[src/rtl/instruction_memory_loader_if.sv]
// Download-port bundle between the debug unit (master) and the instruction memory loader (slave).
interface instruction_memory_loader_if #(
  parameter int NBITS = 8
) ();
  logic             i_start;
  logic [7:0]       i_rx_data;
  logic             i_rx_valid;
  logic [NBITS-1:0] o_mem_addr;
  logic [7:0]       o_mem_data;
  logic             o_mem_wr_en;
  logic             o_busy;
  logic             o_done;
  logic             o_error;
  logic [NBITS-1:0] o_inst_count;

  modport master (
    output i_start, i_rx_data, i_rx_valid,
    input  o_mem_addr, o_mem_data, o_mem_wr_en, o_busy, o_done, o_error, o_inst_count
  );

  modport slave (
    input  i_start, i_rx_data, i_rx_valid,
    output o_mem_addr, o_mem_data, o_mem_wr_en, o_busy, o_done, o_error, o_inst_count
  );
endinterface

[src/rtl/instruction_memory_loader.sv]
// Streams UART bytes into consecutive instruction-memory cells from 0 and stops on a
// completed HALT word, or flags overflow when the last cell is filled without one.
module instruction_memory_loader #(
  parameter int          NBITS     = 8,
  parameter int          CELLS     = 256,
  parameter logic [31:0] HALT_INST = 32'hFFFF_FFFF
) (
  input  logic                     i_clk,
  input  logic                     i_rst_n,
  instruction_memory_loader_if.slave bus
);
  typedef enum logic [1:0] {IDLE, LOAD, DONE, ERROR} state_e;

  localparam logic [NBITS-1:0] LAST = NBITS'(CELLS - 1);

  state_e           state_q;
  logic [NBITS-1:0] addr_q, mem_addr_q, cnt_q;
  logic [1:0]       bcnt_q;
  logic [31:0]      word_q;
  logic [7:0]       data_q;
  logic             wr_q;
  logic [31:0]      word_d;

  // First byte of a word ends up in the MSB, matching big-endian fetch.
  assign word_d = {word_q[23:0], bus.i_rx_data};

  always_ff @(posedge i_clk or negedge i_rst_n) begin
    if (!i_rst_n) begin
      state_q    <= IDLE;
      addr_q     <= '0;
      mem_addr_q <= '0;
      cnt_q      <= '0;
      bcnt_q     <= '0;
      word_q     <= '0;
      data_q     <= '0;
      wr_q       <= 1'b0;
    end else begin
      wr_q <= 1'b0;
      case (state_q)
        IDLE: begin
          addr_q <= '0;
          bcnt_q <= '0;
          word_q <= '0;
          cnt_q  <= '0;
          if (bus.i_start) state_q <= LOAD;
        end
        LOAD: begin
          if (bus.i_start) begin
            addr_q <= '0;
            bcnt_q <= '0;
            word_q <= '0;
            cnt_q  <= '0;
          end else if (bus.i_rx_valid) begin
            mem_addr_q <= addr_q;
            data_q     <= bus.i_rx_data;
            wr_q       <= 1'b1;
            word_q     <= word_d;
            bcnt_q     <= bcnt_q + 2'd1;
            // Saturate rather than wrap; the last cell always closes a word and ends the load.
            if (addr_q != LAST) addr_q <= addr_q + 1'b1;
            if (bcnt_q == 2'd3) begin
              cnt_q <= cnt_q + 1'b1;
              if (word_d == HALT_INST)  state_q <= DONE;
              else if (addr_q == LAST)  state_q <= ERROR;
            end
          end
        end
        default: begin
          if (bus.i_start) begin
            state_q <= LOAD;
            addr_q  <= '0;
            bcnt_q  <= '0;
            word_q  <= '0;
            cnt_q   <= '0;
          end
        end
      endcase
    end
  end

  assign bus.o_mem_addr   = mem_addr_q;
  assign bus.o_mem_data   = data_q;
  assign bus.o_mem_wr_en  = wr_q;
  assign bus.o_inst_count = cnt_q;
  assign bus.o_busy       = (state_q == LOAD);
  assign bus.o_done       = (state_q == DONE);
  assign bus.o_error      = (state_q == ERROR);
endmodule

[src/flat_wrapper.sv]
// flat-port wrapper written by rule: the top's interface ports become plain ports
module instruction_memory_loader_flat 
#(
  parameter int          NBITS     = 8,
  parameter int          CELLS     = 256,
  parameter logic [31:0] HALT_INST = 32'hFFFF_FFFF
)
  (i_clk, i_rst_n, bus_i_start, bus_i_rx_data, bus_i_rx_valid, bus_o_mem_addr, bus_o_mem_data, bus_o_mem_wr_en, bus_o_busy, bus_o_done, bus_o_error, bus_o_inst_count);
  instruction_memory_loader_if #(.NBITS(NBITS)) bus_i ();
  input  logic i_clk;
  input  logic i_rst_n;
  input wire logic [$bits(bus_i.i_start)-1:0] bus_i_start;
  input wire logic [$bits(bus_i.i_rx_data)-1:0] bus_i_rx_data;
  input wire logic [$bits(bus_i.i_rx_valid)-1:0] bus_i_rx_valid;
  output wire logic [$bits(bus_i.o_mem_addr)-1:0] bus_o_mem_addr;
  output wire logic [$bits(bus_i.o_mem_data)-1:0] bus_o_mem_data;
  output wire logic [$bits(bus_i.o_mem_wr_en)-1:0] bus_o_mem_wr_en;
  output wire logic [$bits(bus_i.o_busy)-1:0] bus_o_busy;
  output wire logic [$bits(bus_i.o_done)-1:0] bus_o_done;
  output wire logic [$bits(bus_i.o_error)-1:0] bus_o_error;
  output wire logic [$bits(bus_i.o_inst_count)-1:0] bus_o_inst_count;
  assign bus_i.i_start = bus_i_start;
  assign bus_i.i_rx_data = bus_i_rx_data;
  assign bus_i.i_rx_valid = bus_i_rx_valid;
  assign bus_o_mem_addr = bus_i.o_mem_addr;
  assign bus_o_mem_data = bus_i.o_mem_data;
  assign bus_o_mem_wr_en = bus_i.o_mem_wr_en;
  assign bus_o_busy = bus_i.o_busy;
  assign bus_o_done = bus_i.o_done;
  assign bus_o_error = bus_i.o_error;
  assign bus_o_inst_count = bus_i.o_inst_count;
  instruction_memory_loader #(.NBITS(NBITS), .CELLS(CELLS), .HALT_INST(HALT_INST)) u_core (.i_clk(i_clk), .i_rst_n(i_rst_n), .bus(bus_i));
endmodule
[config.mk]
export PLATFORM = sky130hd
export DESIGN_NAME = instruction_memory_loader_flat
export DESIGN_NICKNAME = d
export VERILOG_FILES = /design/src/rtl/instruction_memory_loader_if.sv /design/src/rtl/instruction_memory_loader.sv /design/src/flat_wrapper.sv
export SDC_FILE = /design/constraint.sdc
export NUM_CORES = 1
export LEC_CHECK = 0
export CELL_PAD_IN_SITES_DETAIL_PLACEMENT = 1
export CELL_PAD_IN_SITES_GLOBAL_PLACEMENT = 2
export CORE_MARGIN = 2
export CORE_UTILIZATION = 33
export DETAILED_ROUTE_END_ITERATION = 8
export HOLD_SLACK_MARGIN = 0.08
export PLACE_DENSITY = 0.77
export SETUP_SLACK_MARGIN = 0.02
export SLEW_MARGIN = 20
export SYNTH_ARGS = -nofsm -noshare
export SYNTH_HDL_FRONTEND = slang
export SYNTH_SLANG_ARGS = --single-unit
[constraint.sdc]
create_clock -name i_clk -period 1.8 [get_ports i_clk]
set_input_delay 0.36 -clock i_clk [delete_from_list [all_inputs] [get_ports i_clk]]
set_output_delay 0.36 -clock i_clk [all_outputs]
set_load 0.01 [all_outputs]
======== Word-level counts from Yosys, hierarchy flattened ========
Index checks and enable logic that the tools add are counted.
storage, ports and cells
  bits in registers ....................... 61
  bits of input ports ..................... 12
  logic and storage cells ................. 61
cells by class
  add/sub/neg operators ................... 3
  equal/unequal tests ..................... 11
  muxes and demuxes ....................... 27
  bitwise logic cells ..................... 1
  reductions and logical operators ........ 11
operators with widths
  operator              number
  $mux 24               3
  $mux 8                7
  $pmux 24 s2           1
  $eq 32x32->1 const B  1
  $pmux 8 s2            2
  $mux 2                10
  $add 8x1->8 const B   2
  $reduce_and 3->1      3
  $eq 8x8->1 const B    1
  $ne 8x8->1 const B    1
  $eq 2x2->1 const B    3
  $ne 3x2->1 const B    2
  $reduce_bool 2->1     3
  $reduce_bool 3->1     2
  $reduce_and 5->1      1
  $pmux 2 s2            1
  $mux 1                3
  $ne 3x3->1 const B    1
  $add 2x1->2 const B   1
  $eq 2x1->1 const B    1
  $logic_not 2->1       1
  $ne 2x2->1 const B    1
  $reduce_and 2->1      1
  $not 1->1             1

======== Longest topological paths before layout ========
Gate-level depths: netlist of the first run.
  depth after elaboration ................. 7
  gate-level depth with buffers ........... 6
  mapped depth without buffers ............ 5

======== Worst setup path before layout of the first run ========
No wires, ideal clock.
  path kind ............................... in2reg
  start ................................... in bus_i_start
  end ..................................... reg u_core.mem_addr_q[0], in the netlist u_core.bus.o_mem_addr[0]
  setup time .............................. 0.125 ns
  data arrival time ....................... 1.438 ns
  data required time ...................... 1.675 ns
  setup slack ............................. 0.237 ns
  stages .................................. 6
  buffers on the path ..................... 3
  cell sequence ........................... buf_4 > nor3b_4 > and2_1 > buf_6 > buf_12 > mux2_4
between the ends
  longest elaborated chain between the ends .. 2
RTL lines
  element                            RTL line                         RTL
  start: declaration                 flat_wrapper.sv:12               input wire logic [$bits(bus_i.i_start)-1:0] bus_i_start;
  $not 1->1 (no source line)         -
  $reduce_and 3->1 (no source line)  -
  end signal: assignment             instruction_memory_loader.sv:54  mem_addr_q <= addr_q;
  end: declaration                   instruction_memory_loader.sv:17  logic [NBITS-1:0] addr_q, mem_addr_q, cnt_q;
Every way passes these cells.
A chain may end at the register's enable or synchronous reset.

======== Worst setup path in the final report of the first run ========
  start ................................... in bus_i_start
  end ..................................... reg u_core.state_q[0]
between the ends
  longest elaborated chain between the ends .. 2
RTL lines
  element                                                    RTL line                         RTL
  $ne 2x2->1 (no source line), or another cell as far along  -
  $reduce_and 5->1 (no source line) (*)                      -
  end signal: assignment                                     instruction_memory_loader.sv:29  state_q <= IDLE;
  end signal: assignment                                     instruction_memory_loader.sv:45  if (bus.i_start) state_q <= LOAD;
  end signal: assignment                                     instruction_memory_loader.sv:63  if (word_d == HALT_INST) state_q <= DONE;
  end: declaration                                           instruction_memory_loader.sv:16  state_e state_q;
Every way passes the cells marked *; elsewhere a longest branch is shown, timed or not.

==> results_dict.tcl, run 1 <==
set metrics [dict create \
    status "completed" \
    die_area_sq_um 9160 \
    layout_commonest_cell "dfrtp_1" \
    grt_pass1_wl_microns 11600 \
    ys_ff_latch 61 \
    fin_nets 308 \
    setup_viol 0 \
    critPathCaptureType "flip-flop" \
    port_buffers 39 \
    synth_seq_area_share_pct 55.0 \
    yosysUniqueCellTypes 49 \
    startpoint_type "input pin" \
    wl_per_cell_microns 17.1 \
    mostFrequentLayoutCells "dfrtp_1, clkdlybuf4s50_1, buf_4, a22o_1, mux2_4" \
    antenna_found_initial 0 \
    route.detailed.drc 0 \
    multi_input_area_sq_um 1130 \
    reg2reg_slack_ps 100 \
    grt_util_all_layers_pct 16.7 \
    avgViaCountPerCell 5.22 \
    rows 33 \
    setup_slack_ps 82.5 \
    crit_slowest_cell "clkdlybuf4s50_1" \
    cpLargestDelayFamily "buffers and inverters" \
    grt_pass1_vias 2253 \
    slew_headroom_pct 69.9 \
    cts_inserted_buffers 9 \
    globalplace.congestion 0.797 \
    drt-pass1-iter-count 4 \
    worst-path-buf-inv 2 \
    die_h_microns 95.7 \
    hold_viol 0 \
    drtIter0Drc 78 \
    initial_core_util_pct 34.0 \
    vias 2099 \
    routed_wl_microns 6890 \
    grt_overflow_total 0 \
    p_leak_nw 1.61 \
    grt_max_degree 50 \
    synth_flop_cell "dfrtp_1" \
    finClkSkew_ps 9.07 \
    path_class "in -> reg" \
    clockBufferDepth 2 \
    cts_tree "yes" \
    max_freq_ghz 0.582 \
    synth.net_count 240 \
    insertion_delay_ps 330 \
    syn2layout_area_growth_pct 32.4 \
    h-tree-depth 3 \
    rsz0062_at_grt "false" \
    fill_cells 898 \
    yosysWarnings 0 \
    fin_util_pct 44.9 \
    synth-edff-count 0 \
    vdd_ir_drop_max_v 0.000524 \
    min_period_ps 1720 \
    synthArstFlopShare_pct 100 \
    pre_cts_ws_ps -297 \
    hpwl_microns 4830 \
    synth_area_per_cell_sq_um 12.3 \
    clkSinkCount 61 \
    synthesis.area_sq_um 2780 \
    core-area_sq_um 8180 \
    drive_gt1_share_pct 25.9 \
    hold_path_class "in -> async" \
    synthCells 225 \
    tightest_slew_ps 450 \
    power.density_nw_per_um2 838 \
    ioPinCount 40 \
    cp.required_ps 2030 \
    maxSlewViolCount 0 \
    crit_arrival_ps 1940 \
    seq_area_sq_um 1530 \
    n_antenna_cell 0 \
    critPathMaxStageDelay_ps 510 \
    cap_violations 0 \
    ant_nets 0 \
    worstPathCellList "clkdlybuf4s50_1, buf_4, nand4b_1, nor4_1, nand3_1, o21a_1" \
    path_max_fanout 11 \
    ctsRootBufferMaster "clkbuf_8" \
    path_clk_slew_ps 70 \
    die_w_microns 95.7 \
    post-route-period-util_pct 95.4 \
]
## through the flow
step | power (mW) | instances | setup TNS (ps) | hold slack, ps | instance area (sq um)
finish | 3.08 | 402 | 0 | 458 | 3670
detailed placement | 1.87 | 382 | -7600 | 288 | 3420
floorplan | 1.66 | 225 | 0 | 64.4 | 2780
global route | 3.22 | 402 | 0 | 495 | 3670
CTS | 3.13 | 402 | 0 | 453 | 3660
global placement | 1.86 | 382 | -5750 | 284 | 3420
## power by group
part | internal [mW] | switching [mW] | leakage [nW]
clock | 0.702 | 0.536 | 0.101
combinational | 0.205 | 0.154 | 0.697
sequential | 1.44 | 0.0461 | 0.813
total | 2.34 | 0.736 | 1.61
## metal layers
| layer | global-route usage (%) | wire length (microns) |
|---|---|---|
| met3 | 4.31 | 253 |
| met4 | 5.00 | 88 |
| met5 | 0 | 0 |
| met2 | 26.6 | 3320 |
| met1 | 22.3 | 3230 |
## cell type report
| type | instances | share of cell area [%] |
|---|---|---|
| sequential | 61 | 41.6 |
| multi-input combinational | 144 | 30.9 |
| timing repair buffer | 70 | 17.8 |
| clock buffer | 11 | 4.12 |
| tap | 105 | 3.58 |
| clock inverter | 4 | 1.29 |
| inverter | 7 | 0.715 |
## cell usage after synthesis, types with 4 or more instances
cell type,count,share of area (%)
buf_4,4,1.1
nor2_1,9,1.2
dfrtp_1,61,55
nand3_1,9,1.6
inv_1,6,0.81
o21ai_0,8,1.4
a21oi_1,9,1.6
nand4_1,9,2.0
mux2_2,4,1.6
or3_1,6,1.4
mux2_4,13,7.0
a22o_1,25,7.9
nand2_1,5,0.68
## path summary, 6_finish.rpt
check | startpoint | to | cells after the start
min in group i_clk | u_core.word_q[17]$_DFFE_PN0P_ | u_core.word_q[17]$_DFFE_PN0P_ | 1
max reg2reg | u_core.state_q[1]$_DFFE_PN0P_ | u_core.state_q[0]$_DFFE_PN0P_ | 6
max in group asynchronous | i_rst_n | u_core.state_q[0]$_DFFE_PN0P_ | 3
max | bus_i_start | u_core.state_q[0]$_DFFE_PN0P_ | 6
min | i_rst_n | u_core.bus.o_inst_count[6]$_DFFE_PN0P_ | 2
min reg2reg | u_core.word_q[17]$_DFFE_PN0P_ | u_core.word_q[17]$_DFFE_PN0P_ | 1
## kinds of logic (layout without fill, tap and decap cells)
group           after synthesis  in the layout  share of synthesized area (%)
compound gates               60             60                           16.4
fa+ha+maj                     3              3                           1.35
buf+inv                      20             92                           4.78
flops                        61             61                           55.0
mux                          18             18                           9.01
simple gates                 63             63                           13.5
## registers in the layout, summed over array words and instances (netlist names)
| signal | count |
|---|---|
| u_core.state_q | 2 |
| u_core.word_q | 24 |
| u_core.addr_q | 8 |
| u_core.bus.o_mem_addr | 8 |
| u_core.bus.o_inst_count | 8 |
| u_core.bus.o_mem_data | 8 |
| u_core.bcnt_q | 2 |
| u_core.bus.o_mem_wr_en | 1 |
## timing repair
action	4_1_cts	5_1_grt
hold buffers	1	0
pin swaps	0	0
setup endpoints to repair	3	5
resized for setup	6	3
endpoints found under the hold margin	12	0
setup buffers	4	0
Power figures use the tool's default switching activity.
==> run 2, diff against run 1 <==
- CELL_PAD_IN_SITES_DETAIL_PLACEMENT: 1 -> 0
==> results_dict.tcl, run 2 (synthesis results as in run 1) <==
set metrics [dict create \
    reg2reg_to "u_core.state_q[0]$_DFFE_PN0P_" \
    post-route-period-util_pct 93.2 \
    cts_inserted_buffers 9 \
    fin_nets 308 \
    route.detailed.drc 0 \
    finalPower_mw 3.21 \
    setup_viol 0 \
    crit_arrival_ps 1320 \
    reg2reg_from "u_core.state_q[1]$_DFFE_PN0P_" \
    core-area_sq_um 8180 \
    grt_max_degree 50 \
    max_freq_ghz 0.596 \
    rows 33 \
    wl_per_cell_microns 15.7 \
    stdcell_area_sq_um 3690 \
    hold-worst-slack_ps 443 \
    antenna_found_initial 0 \
    rsz0062_at_grt "false" \
    die_h_microns 95.7 \
    path_class "reg -> out" \
    clkSinkCount 61 \
    initial_core_util_pct 34.0 \
    finClkSkew_ps 9.69 \
    hold_path_class "in -> async" \
    maxSlewViolCount 0 \
    grt_util_all_layers_pct 15.5 \
    ctsRootBufferMaster "clkbuf_8" \
    mostFrequentLayoutCells "dfrtp_1, clkdlybuf4s50_1, buf_4, a22o_1, mux2_4" \
    cp.required_ps 1440 \
    worst-path-buf-inv 1 \
    n_antenna_cell 0 \
    drive_gt1_share_pct 25.2 \
    power.density_nw_per_um2 869 \
    critPathMaxStageDelay_ps 560 \
    layout_commonest_cell "dfrtp_1" \
    drtIter0Drc 88 \
    fill_cells 779 \
    tightest_slew_ps 448 \
    insertion_delay_ps 340 \
    grt_pass1_wl_microns 10800 \
    globalplace.congestion 0.797 \
    reg2reg_slack_ps 140 \
    clockBufferDepth 2 \
    h-tree-depth 3 \
    slew_headroom_pct 70.0 \
    routed_wl_microns 6320 \
    hpwl_microns 4420 \
    hold_viol 0 \
    grt_overflow_total 0 \
    worstPathCellList "clkdlybuf4s50_1" \
    top_register "u_core.word_q" \
    dpl-instance-area_sq_um 3420 \
    die_area_sq_um 9160 \
    cap_violations 0 \
    crit_slowest_cell "clkdlybuf4s50_1" \
    startpoint_type "flip-flop" \
    tns_ps 0 \
    cpLargestDelayFamily "buffers and inverters" \
    vdd_ir_drop_max_v 0.000517 \
    p_leak_nw 1.61 \
    vias 2098 \
    min_period_ps 1680 \
    path_clk_slew_ps 80 \
    ant_nets 0 \
    grt_pass1_vias 2197 \
    critPathCaptureType "output port" \
    reg2reg_depth 6 \
    port_buffers 39 \
    cts_tree "yes" \
    die_w_microns 95.7 \
    drt-pass1-iter-count 4 \
    avgViaCountPerCell 5.21 \
    status "completed" \
    path_max_fanout 6 \
    largest_reg_flops 24 \
    ioPinCount 40 \
    syn2layout_area_growth_pct 33.0 \
]
[run 2: cell types whose count changed in the layout (fill, tap and decap cells not counted)]
cell        previous run  this run
o311ai_1               1         0
clkbuf_8              11        10
o311ai_0               1         2
clkinv_2               2         0
nor4_1                 2         3
clkbuf_1               0         1
nor4_2                 1         0
clkinv_4               0         1
nor2b_1                0         1
nor2b_2                1         0
bufinv_16              1         2
clkinvlp_4             1         2
[run 2: final cells by class]
| class | instances | area, sq um | area share [%] |
|---|---|---|---|
| Tap cell | 105 | 131 | 3.56 |
| Inverter | 7 | 26.3 | 0.712 |
| Clock inverter | 5 | 83.8 | 2.27 |
| Sequential cell | 61 | 1530 | 41.4 |
| Clock buffer | 11 | 141 | 3.83 |
| Multi-Input combinational cell | 144 | 1130 | 30.5 |
| Timing Repair Buffer | 70 | 654 | 17.7 |
[run 2: metrics by stage]
stage          utilization (%)  std cells  setup slack [ps]
2_1_floorplan                -        225               237
3_3_place_gp              41.8        382              -174
3_5_place_dp              41.8        382              -233
4_1_cts                   45.1        403              95.8
5_1_grt                   45.2        403              37.1
6_report                  45.2        403               122
[run 2: power breakdown]
part           switching (mW)  leakage [nW]  internal (mW)  total [mW]
Combinational           0.151         0.693          0.204       0.355
Sequential             0.0458         0.813           1.44        1.48
Clock                   0.551         0.106          0.820        1.37
[run 2: per-layer routing]
| layer | up-vias | track usage (%) | wire length, microns |
|---|---|---|---|
| met1 | 1044 | 20.4 | 2960 |
| met4 | 0 | 5.60 | 85 |
| met3 | 10 | 4.31 | 295 |
| met2 | 55 | 24.5 | 2980 |
| li1 | 989 | - | - |
| met5 | - | 0 | 0 |
[run 2: worst max path at each step]
stage                                           start                                     end  slack, ps  depth (start not counted)
3_5_place_dp                              bus_i_start  u_core.bus.o_inst_count[7]$_DFFE_PN0P_       -230                          5
3_3_place_gp                              bus_i_start  u_core.bus.o_inst_count[7]$_DFFE_PN0P_       -170                          5
2_1_floorplan                             bus_i_start    u_core.bus.o_mem_addr[0]$_DFFE_PN0P_        240                          6
4_1_cts        u_core.bus.o_inst_count[3]$_DFFE_PN0P_                     bus_o_inst_count[3]        100                          1
5_1_grt        u_core.bus.o_inst_count[0]$_DFFE_PN0P_                     bus_o_inst_count[0]         40                          1
6_report       u_core.bus.o_inst_count[3]$_DFFE_PN0P_                     bus_o_inst_count[3]        120                          1
[run 2: what timing repair did]
action | CTS | global route
endpoints found under the hold margin | 12 | 0
pin swaps | 0 | 0
gates resized for setup | 5 | 1
hold buffers | 1 | 0
setup endpoints to repair | 3 | 2
buffers inserted | 4 | 0
